$ cat src/rtl/serial_code_lock.sv
// serial_code_lock -- serial-entry combination lock with penalty lockout.
//
// A code of CODE_LEN bits is entered MSB first, one bit per cycle on which
// bit_valid is high. The verdict is taken only on the last bit: a correct
// code opens the lock for UNLOCK_CYCLES cycles, a wrong one bumps the
// consecutive-failure count, and reaching MAX_FAILS failures forces a
// LOCKOUT_CYCLES penalty during which all entry is ignored.
//
// Optional feature macro: SERIAL_CODE_LOCK_PROG_EN
//   defined   : code_load while UNLOCKED stores code_in for later attempts
//   undefined : the code is fixed at DEFAULT_CODE; code_in/code_load ignored
//
// Ports
//   clk        in   single clock, rising edge
//   reset      in   synchronous, active-low reset
//   bit_in     in   serial code bit
//   bit_valid  in   qualifies bit_in
//   code_in    in   [CODE_LEN-1:0] replacement code
//   code_load  in   request to store code_in
//   unlock     out  high while the lock is open
//   locked_out out  high during penalty lockout
//   fail_cnt   out  [3:0] consecutive failed attempts
module serial_code_lock #(
    parameter int                     CODE_LEN       = 6,
    parameter logic [CODE_LEN-1:0]    DEFAULT_CODE   = 6'b111000,
    parameter int                     MAX_FAILS      = 3,
    parameter int                     LOCKOUT_CYCLES = 16,
    parameter int                     UNLOCK_CYCLES  = 8
) (
    input  logic                clk,
    input  logic                reset,
    input  logic                bit_in,
    input  logic                bit_valid,
    input  logic [CODE_LEN-1:0] code_in,
    input  logic                code_load,
    output logic                unlock,
    output logic                locked_out,
    output logic [3:0]          fail_cnt
);

    localparam int IW   = $clog2(CODE_LEN);
    localparam int TMAX = (UNLOCK_CYCLES > LOCKOUT_CYCLES) ? UNLOCK_CYCLES : LOCKOUT_CYCLES;
    localparam int TW   = $clog2(TMAX) + 1;

    localparam logic [IW-1:0] LAST_IDX   = IW'(CODE_LEN - 1);
    localparam logic [3:0]    MAX_F      = 4'(MAX_FAILS);
    localparam logic [TW-1:0] UNLOCK_TOP = TW'(UNLOCK_CYCLES - 1);
    localparam logic [TW-1:0] LOCK_TOP   = TW'(LOCKOUT_CYCLES - 1);

    typedef enum logic [1:0] {
        ENTRY    = 2'd0,
        UNLOCKED = 2'd1,
        LOCKOUT  = 2'd2
    } state_t;

    state_t                state_q,      state_d;
    logic [IW-1:0]         idx_q,        idx_d;
    logic                  mismatch_q,   mismatch_d;
    logic [3:0]            fail_cnt_q,   fail_cnt_d;
    logic                  unlock_q,     unlock_d;
    logic                  locked_out_q, locked_out_d;
    logic [TW-1:0]         timer_q,      timer_d;
    logic [CODE_LEN-1:0]   code_q,       code_d;

    logic                  mismatch_next_s;
    logic [3:0]            fail_inc_s;

`ifndef SERIAL_CODE_LOCK_PROG_EN
    // The programming ports exist in every build but carry no function here.
    logic unused_prog_s;
    assign unused_prog_s = ^{code_in, code_load};
`endif

    // Next-state and next-output computation for the lock FSM.
    always_comb begin
        state_d         = state_q;
        idx_d           = idx_q;
        mismatch_d      = mismatch_q;
        fail_cnt_d      = fail_cnt_q;
        unlock_d        = unlock_q;
        locked_out_d    = locked_out_q;
        timer_d         = timer_q;
        code_d          = code_q;
        // Sticky flag including the bit being sampled this cycle.
        mismatch_next_s = mismatch_q | (bit_in != code_q[LAST_IDX - idx_q]);
        fail_inc_s      = fail_cnt_q + 4'd1;

        case (state_q)
            ENTRY: begin
                if (bit_valid) begin
                    if (idx_q == LAST_IDX) begin
                        idx_d      = '0;
                        mismatch_d = 1'b0;
                        if (!mismatch_next_s) begin
                            state_d    = UNLOCKED;
                            fail_cnt_d = 4'd0;
                            unlock_d   = 1'b1;
                            timer_d    = UNLOCK_TOP;
                        end else begin
                            fail_cnt_d = fail_inc_s;
                            if (fail_inc_s == MAX_F) begin
                                state_d      = LOCKOUT;
                                locked_out_d = 1'b1;
                                timer_d      = LOCK_TOP;
                            end else begin
                                state_d = ENTRY;
                            end
                        end
                    end else begin
                        idx_d      = idx_q + {{(IW-1){1'b0}}, 1'b1};
                        mismatch_d = mismatch_next_s;
                    end
                end else begin
                    // Idle cycle: attempt state is simply held, no timeout.
                    state_d = ENTRY;
                end
            end
            UNLOCKED: begin
`ifdef SERIAL_CODE_LOCK_PROG_EN
                if (code_load) begin
                    code_d = code_in;
                end else begin
                    code_d = code_q;
                end
`endif
                // Timer was loaded with N-1, so the lock stays open N cycles.
                if (timer_q == '0) begin
                    state_d  = ENTRY;
                    unlock_d = 1'b0;
                end else begin
                    timer_d = timer_q - {{(TW-1){1'b0}}, 1'b1};
                end
            end
            LOCKOUT: begin
                if (timer_q == '0) begin
                    state_d      = ENTRY;
                    locked_out_d = 1'b0;
                    fail_cnt_d   = 4'd0;
                end else begin
                    timer_d = timer_q - {{(TW-1){1'b0}}, 1'b1};
                end
            end
            default: begin
                state_d      = ENTRY;
                idx_d        = '0;
                mismatch_d   = 1'b0;
                fail_cnt_d   = 4'd0;
                unlock_d     = 1'b0;
                locked_out_d = 1'b0;
                timer_d      = '0;
            end
        endcase
    end

    // State and registered-output flops with synchronous active-low reset.
    always_ff @(posedge clk) begin
        if (!reset) begin
            state_q      <= ENTRY;
            idx_q        <= '0;
            mismatch_q   <= 1'b0;
            fail_cnt_q   <= 4'd0;
            unlock_q     <= 1'b0;
            locked_out_q <= 1'b0;
            timer_q      <= '0;
            code_q       <= DEFAULT_CODE;
        end else begin
            state_q      <= state_d;
            idx_q        <= idx_d;
            mismatch_q   <= mismatch_d;
            fail_cnt_q   <= fail_cnt_d;
            unlock_q     <= unlock_d;
            locked_out_q <= locked_out_d;
            timer_q      <= timer_d;
            code_q       <= code_d;
        end
    end

    assign unlock     = unlock_q;
    assign locked_out = locked_out_q;
    assign fail_cnt   = fail_cnt_q;

endmodule

$ cat config.mk
export PLATFORM = sky130hd
export DESIGN_NAME = serial_code_lock
export DESIGN_NICKNAME = d
export VERILOG_FILES = /design/src/rtl/serial_code_lock.sv
export SDC_FILE = /design/constraint.sdc
export NUM_CORES = 1
export LEC_CHECK = 0
export BUFFER_PORTS_ARGS = -buffer_cell sky130_fd_sc_hd__buf_2
export CAP_MARGIN = 20
export CORE_UTILIZATION = 55
export CTS_CLUSTER_DIAMETER = 150
export DETAILED_ROUTE_END_ITERATION = 6
export GPL_ROUTABILITY_DRIVEN = 0
export HOLD_SLACK_MARGIN = 0.03
export PLACE_DENSITY_LB_ADDON = 0.08
export SYNTH_ARGS = -nofsm -noshare
export SYNTH_HDL_FRONTEND = slang
export SYNTH_SLANG_ARGS = --single-unit
$ cat constraint.sdc
create_clock -name clk -period 3.74 [get_ports clk]
set_input_delay 0.187 -clock clk [delete_from_list [all_inputs] [get_ports clk]]
set_output_delay 0.187 -clock clk [all_outputs]
set_load 0.1 [all_outputs]
# Yosys cells after proc, flatten, opt, wreduce, memory -nomap -nowiden
# Memories as Yosys holds them, arrays and structs flattened.
# Index checks and enable logic that the tools add are counted.
# Widths: inputs -> output; s select.
[totals] memories=1 romBits=8 word_cells=76 in_bits=11 out_inout_bits=6 ff_bits=17
[classes] add_sub_neg=4 n_eq_ne=16 n_reduce_logical=9 muxes=34 magnitude_cmp=1 bitwise=4
[mem_list] name="(no name shown)" depth=8 word_bits=1 rd=1 rd_ports_with_merged_regs=0 write_ports=0 line_no="85" rtl="mismatch_next_s = mismatch_q | (bit_in != code_q[LAST_IDX - idx_q]);"
[ops] operator="$mux 5" n=5
[ops] operator="$mux 4" n=4
[ops] operator="$ne 2x2->1 const B" n=8
[ops] operator="$pmux 4 s3" n=1
[ops] operator="$mux 1" n=11
[ops] operator="$mux 2" n=5
[ops] operator="$pmux 5 s2" n=1
[ops] operator="$reduce_and 4->1" n=2
[ops] operator="$mux 3" n=2
[ops] operator="$ne 3x3->1 const B" n=2
[ops] operator="$pmux 1 s3" n=2
[ops] operator="$pmux 3 s2" n=1
[ops] operator="$reduce_and 6->1" n=1
[ops] operator="$logic_not 5->1" n=1
[ops] operator="$reduce_and 5->1" n=1
[ops] operator="$sub 5x1->5 const B" n=1
[ops] operator="$add 4x1->4 const B" n=1
[ops] operator="$eq 4x2->1 const B" n=1
[ops] operator="$lt 3x4->1 const B" n=1
[ops] operator="$pmux 2 s2" n=1
[ops] operator="$reduce_and 2->1" n=2
[ops] operator="$add 3x1->3 const B" n=1
[ops] operator="$eq 3x3->1 const B" n=1
[ops] operator="$not 1->1" n=3
[ops] operator="9 further kinds" n=9

# Logic depth before layout (Yosys ltp)
[logic_depth] depth_word=9 ltp_mapped=7 ltp_nobuf=7

# Worst setup path before layout
# Ideal clock, no wire load.
[synth_timing] kind="reg2reg" startpoint="register fail_cnt_q[0] (netlist: fail_cnt[0])" endpoint="register timer_q[2]" t_required_ns=3.624 synth_period_minus_slack_ns=2.735 arrival_time_ns=2.619 setup_time_ns=0.116 n_path_buf=0 setup_slack_ns=1.005 path_stages_with_launch=8 path_cell_list="dfxtp_1 > inv_1 > ha_1 > or4b_2 > o31ai_1 > o31ai_1 > nor3_1 > a31o_2"
[synth_via] elab_chain_len=4
[synth_lines] element="from (decl)" line_no="59" rtl="logic [3:0] fail_cnt_q, fail_cnt_d;"
[synth_lines] element="from (signal assigned)" line_no="170" rtl="fail_cnt_q <= fail_cnt_d;"
[synth_lines] element="$add 4x1->4" line_no="86" rtl="fail_inc_s = fail_cnt_q + 4'd1;"
[synth_lines] element="$eq 4x2->1" line_no="101" rtl="if (fail_inc_s == MAX_F) begin"
[synth_lines] element="$ne 3x3->1 (no line)"
[synth_lines] element="$reduce_and 4->1 (no line)"
[synth_lines] element="to (signal assigned)" line_no="173" rtl="timer_q <= timer_d;"
[synth_lines] element="to (decl)" line_no="62" rtl="logic [TW-1:0] timer_q, timer_d;"
# Every way passes these cells.
# A chain may end at the register's enable or synchronous reset.

# Worst setup path in the final report
[layout_timing] startpoint="register timer_q[0]" endpoint="register fail_cnt_q[0] (netlist: fail_cnt[0])"
[layout_via] elab_chain_len=3
[layout_lines] element="$logic_not 5->1" line_no="135" rtl="if (timer_q == '0) begin"
[layout_lines] element="$ne 2x2->1 (no line)"
[layout_lines] element="$reduce_and 4->1 (no line)"
# Every way passes these cells.

==> results_dict.tcl <==
set metrics [dict create \
    status "completed" \
    power_frac_clock_pct 26.2 \
    yosys_warnings 0 \
    hold_path_class "input pin to register" \
    multi_input_area_um2 651 \
    cp_data_arrival_time_ns 2.43 \
    place_hpwl_um 1580 \
    wl_met3_um 96 \
    clk_pin_slew_ns 0.10 \
    htreeDepth 1 \
    finalHoldViolations 0 \
    area_growth_pct 9.70 \
    row_count 15 \
    syn-num-nets 142 \
    wl_um 2120 \
    yosys.area.top_type_share_pct 32.6 \
    viasPerCell 5.88 \
    worst_ep_required_time_ns 3.98 \
    synthArstFlopShare_pct 0 \
    wire_per_inst_um 13.4 \
    grt_util_all_layers_pct 22.9 \
    tns_ns 0 \
    sw_frac_of_total_pct 32.1 \
    vias 929 \
    clock_latency_ns 0.29 \
    path_cells "inv_1 > ha_1 > or4b_4 > a221oi_4 > nand3_2 > mux2_4 > nor2_2" \
    fp.dieH_um 45.6 \
    wl_met2_um 985 \
    cp_slowest_cell "or4b_4" \
    io_pins 17 \
    drv_slew 0 \
    synth.yosys.seq_area_share_pct 32.6 \
    synth_edf_count 0 \
    final_antenna_net_count 0 \
    cpLargestDelayFamily "simple AND/OR/NAND/NOR gates" \
    antenna_found_initial 0 \
    root_buffer "clkbuf_4" \
    synthCells 121 \
    irDropWorstVdd_mv 0.173 \
    rsz0062_at_grt "false" \
    regArea_um2 340 \
    cts_tree "done" \
    synthTopCellsByArea "dfxtp_1, ha_1, inv_1, nor2_1, o31ai_1" \
    dpl.cell_count 154 \
    grt_max_degree 15 \
    crit_type "register to register" \
    die_w_um 45.6 \
    grt_overflow 0 \
    final_cells 158 \
    dieArea_mm2 0.00208 \
    fin_crit_sh_pct 58.7 \
    fillers 151 \
    maxCapViolCount 0 \
    cts_resized 0 \
    ys_ff_latch 17 \
    m1WireLength_um 1020 \
    intPower_uw 264 \
    fin_util_pct 65.7 \
    p_leak_uw 0.000485 \
    comb_power_share_pct 23.3 \
    post-route-min-period_ns 2.19 \
    postCtsSetupRepairBufs 0 \
    finalSetupViolations 0 \
    tightest_slew_ns 0.547 \
    crit_path_start_kind "register" \
    slew_headroom_pct 63.2 \
    cp_slowest_stage_delay_ns 0.54 \
    fin_skew_ns 0.00255 \
    port_buffers 9 \
    syn_area_per_cell_um2 8.63 \
    cp_max_fo 6 \
    max_freq_ghz 0.456 \
    initial_core_util_pct 59.9 \
    p_switching_uw 125 \
    ys.flop_type "dfxtp_1" \
    holdBufCountCts 0 \
    clkSinkCount 17 \
    num-nets-final 155 \
    worst_setup_path_end_kind "register" \
    grt_pass1_wl_um 3430 \
    core_area_mm2 0.00175 \
    ys_types 40 \
    synthesis.area_mm2 0.00104 \
    highest_layer "met4" \
    dr.pass1.iters 4 \
    clockBufferDepth 2 \
    drc 0 \
    drtIter0Drc 20 \
    cts_buffers 3 \
    grt_pass1_vias 818 \
    drive_gt1_share_pct 16.5 \
    total_power_uw 389 \
    synth.largest_area_cell "dfxtp_1" \
    power.density_mw_per_mm2 339 \
    critPathBufInv 1 \
    diodes 0 \
    seqPwrFrac_pct 50.6 \
]
## through the flow
step,setup WS [ns],hold WS [ns],instance area (um^2)
after floorplan,1.01,0.359,1040
after global routing,1.39,0.245,1150
after detailed placement,1.58,0.462,1120
after CTS,1.55,0.229,1150
after global placement,1.60,0.461,1120
final,1.55,0.229,1150
## per-layer routing
layer,global-route usage [%],vias up
met1,30.6,433
met5,0,-
li1,-,461
met2,35.4,33
met3,3.97,2
met4,10.9,0
## cell usage in the layout (no fill, tap or decap), types with 4 or more instances in the layout
cell	Yosys	routed
a21oi_1	6	6
buf_2	1	9
nor2_1	10	10
ha_1	10	10
nand3_1	7	7
nand2_1	9	9
o31ai_1	5	5
o21ai_0	4	4
dfxtp_1	17	17
nor3_1	4	4
inv_1	12	12
## synthesized netlist by cell type (2+ instances only)
cell type / count
dfxtp_1: 17
a21oi_1: 6
nand3_1: 7
a211oi_1: 3
inv_1: 12
nand2_1: 9
a41oi_1: 2
nor3_1: 4
o21ai_0: 4
nor2_1: 10
xor2_1: 2
o31ai_1: 5
and2_1: 2
o21a_1: 3
ha_1: 10
## power by group through the flow
stage	Combinational (uW)	Clock (uW)	Sequential (uW)
finish	90.6	102	197
global route	100	107	198
CTS	89.6	104	197
detailed placement	89.1	0	201
global placement	87.6	0	200
floorplan	63.8	0	207
## cells by family (layout without fill, tap and decap cells)
| logic type | count (synthesis) | count (layout) | share of synthesized area (%) |
|---|---|---|---|
| AOI/OAI and AO/OA | 34 | 34 | 24.9 |
| muxes | 2 | 2 | 2.51 |
| xor gates and xnor gates | 2 | 2 | 1.68 |
| DFF | 17 | 17 | 32.6 |
| buffers and inverters | 14 | 26 | 5.15 |
| and+or+nand+nor | 42 | 42 | 21.2 |
| adders and majority gates | 10 | 10 | 12.0 |
## final timing paths
kind                            from                  endpoint  slack [ns]  depth (start not counted)
min reg2reg  timer_q[4]$_SDFFE_PN0P_   timer_q[4]$_SDFFE_PN0P_        0.47                          1
max reg2reg  timer_q[0]$_SDFFE_PN0P_  fail_cnt[0]$_SDFFE_PN0P_        1.55                          7
min                        bit_valid   state_q[0]$_SDFFE_PN0P_        0.23                          3
max          timer_q[0]$_SDFFE_PN0P_  fail_cnt[0]$_SDFFE_PN0P_        1.55                          7
## flip-flops by register name, indices dropped and copies added, names as in the netlist
signal,cells
fail_cnt,4
idx_q,3
locked_out,1
mismatch_q,1
state_q,2
timer_q,5
unlock,1
## tightest hold or removal path: cells and delay by family
family	cells	cell delay, ns
compound gates	1	0.11
buf+inv	1	0.13
simple gates	1	0.07
## area by class of cell
class,instances,area share [%]
multi-input combinational,90,56.8
sequential,17,29.7
timing repair buffer,10,4.59
inverter,12,3.93
tap,25,2.73
clock buffer,4,2.29
(Power assumes the default switching activity.)
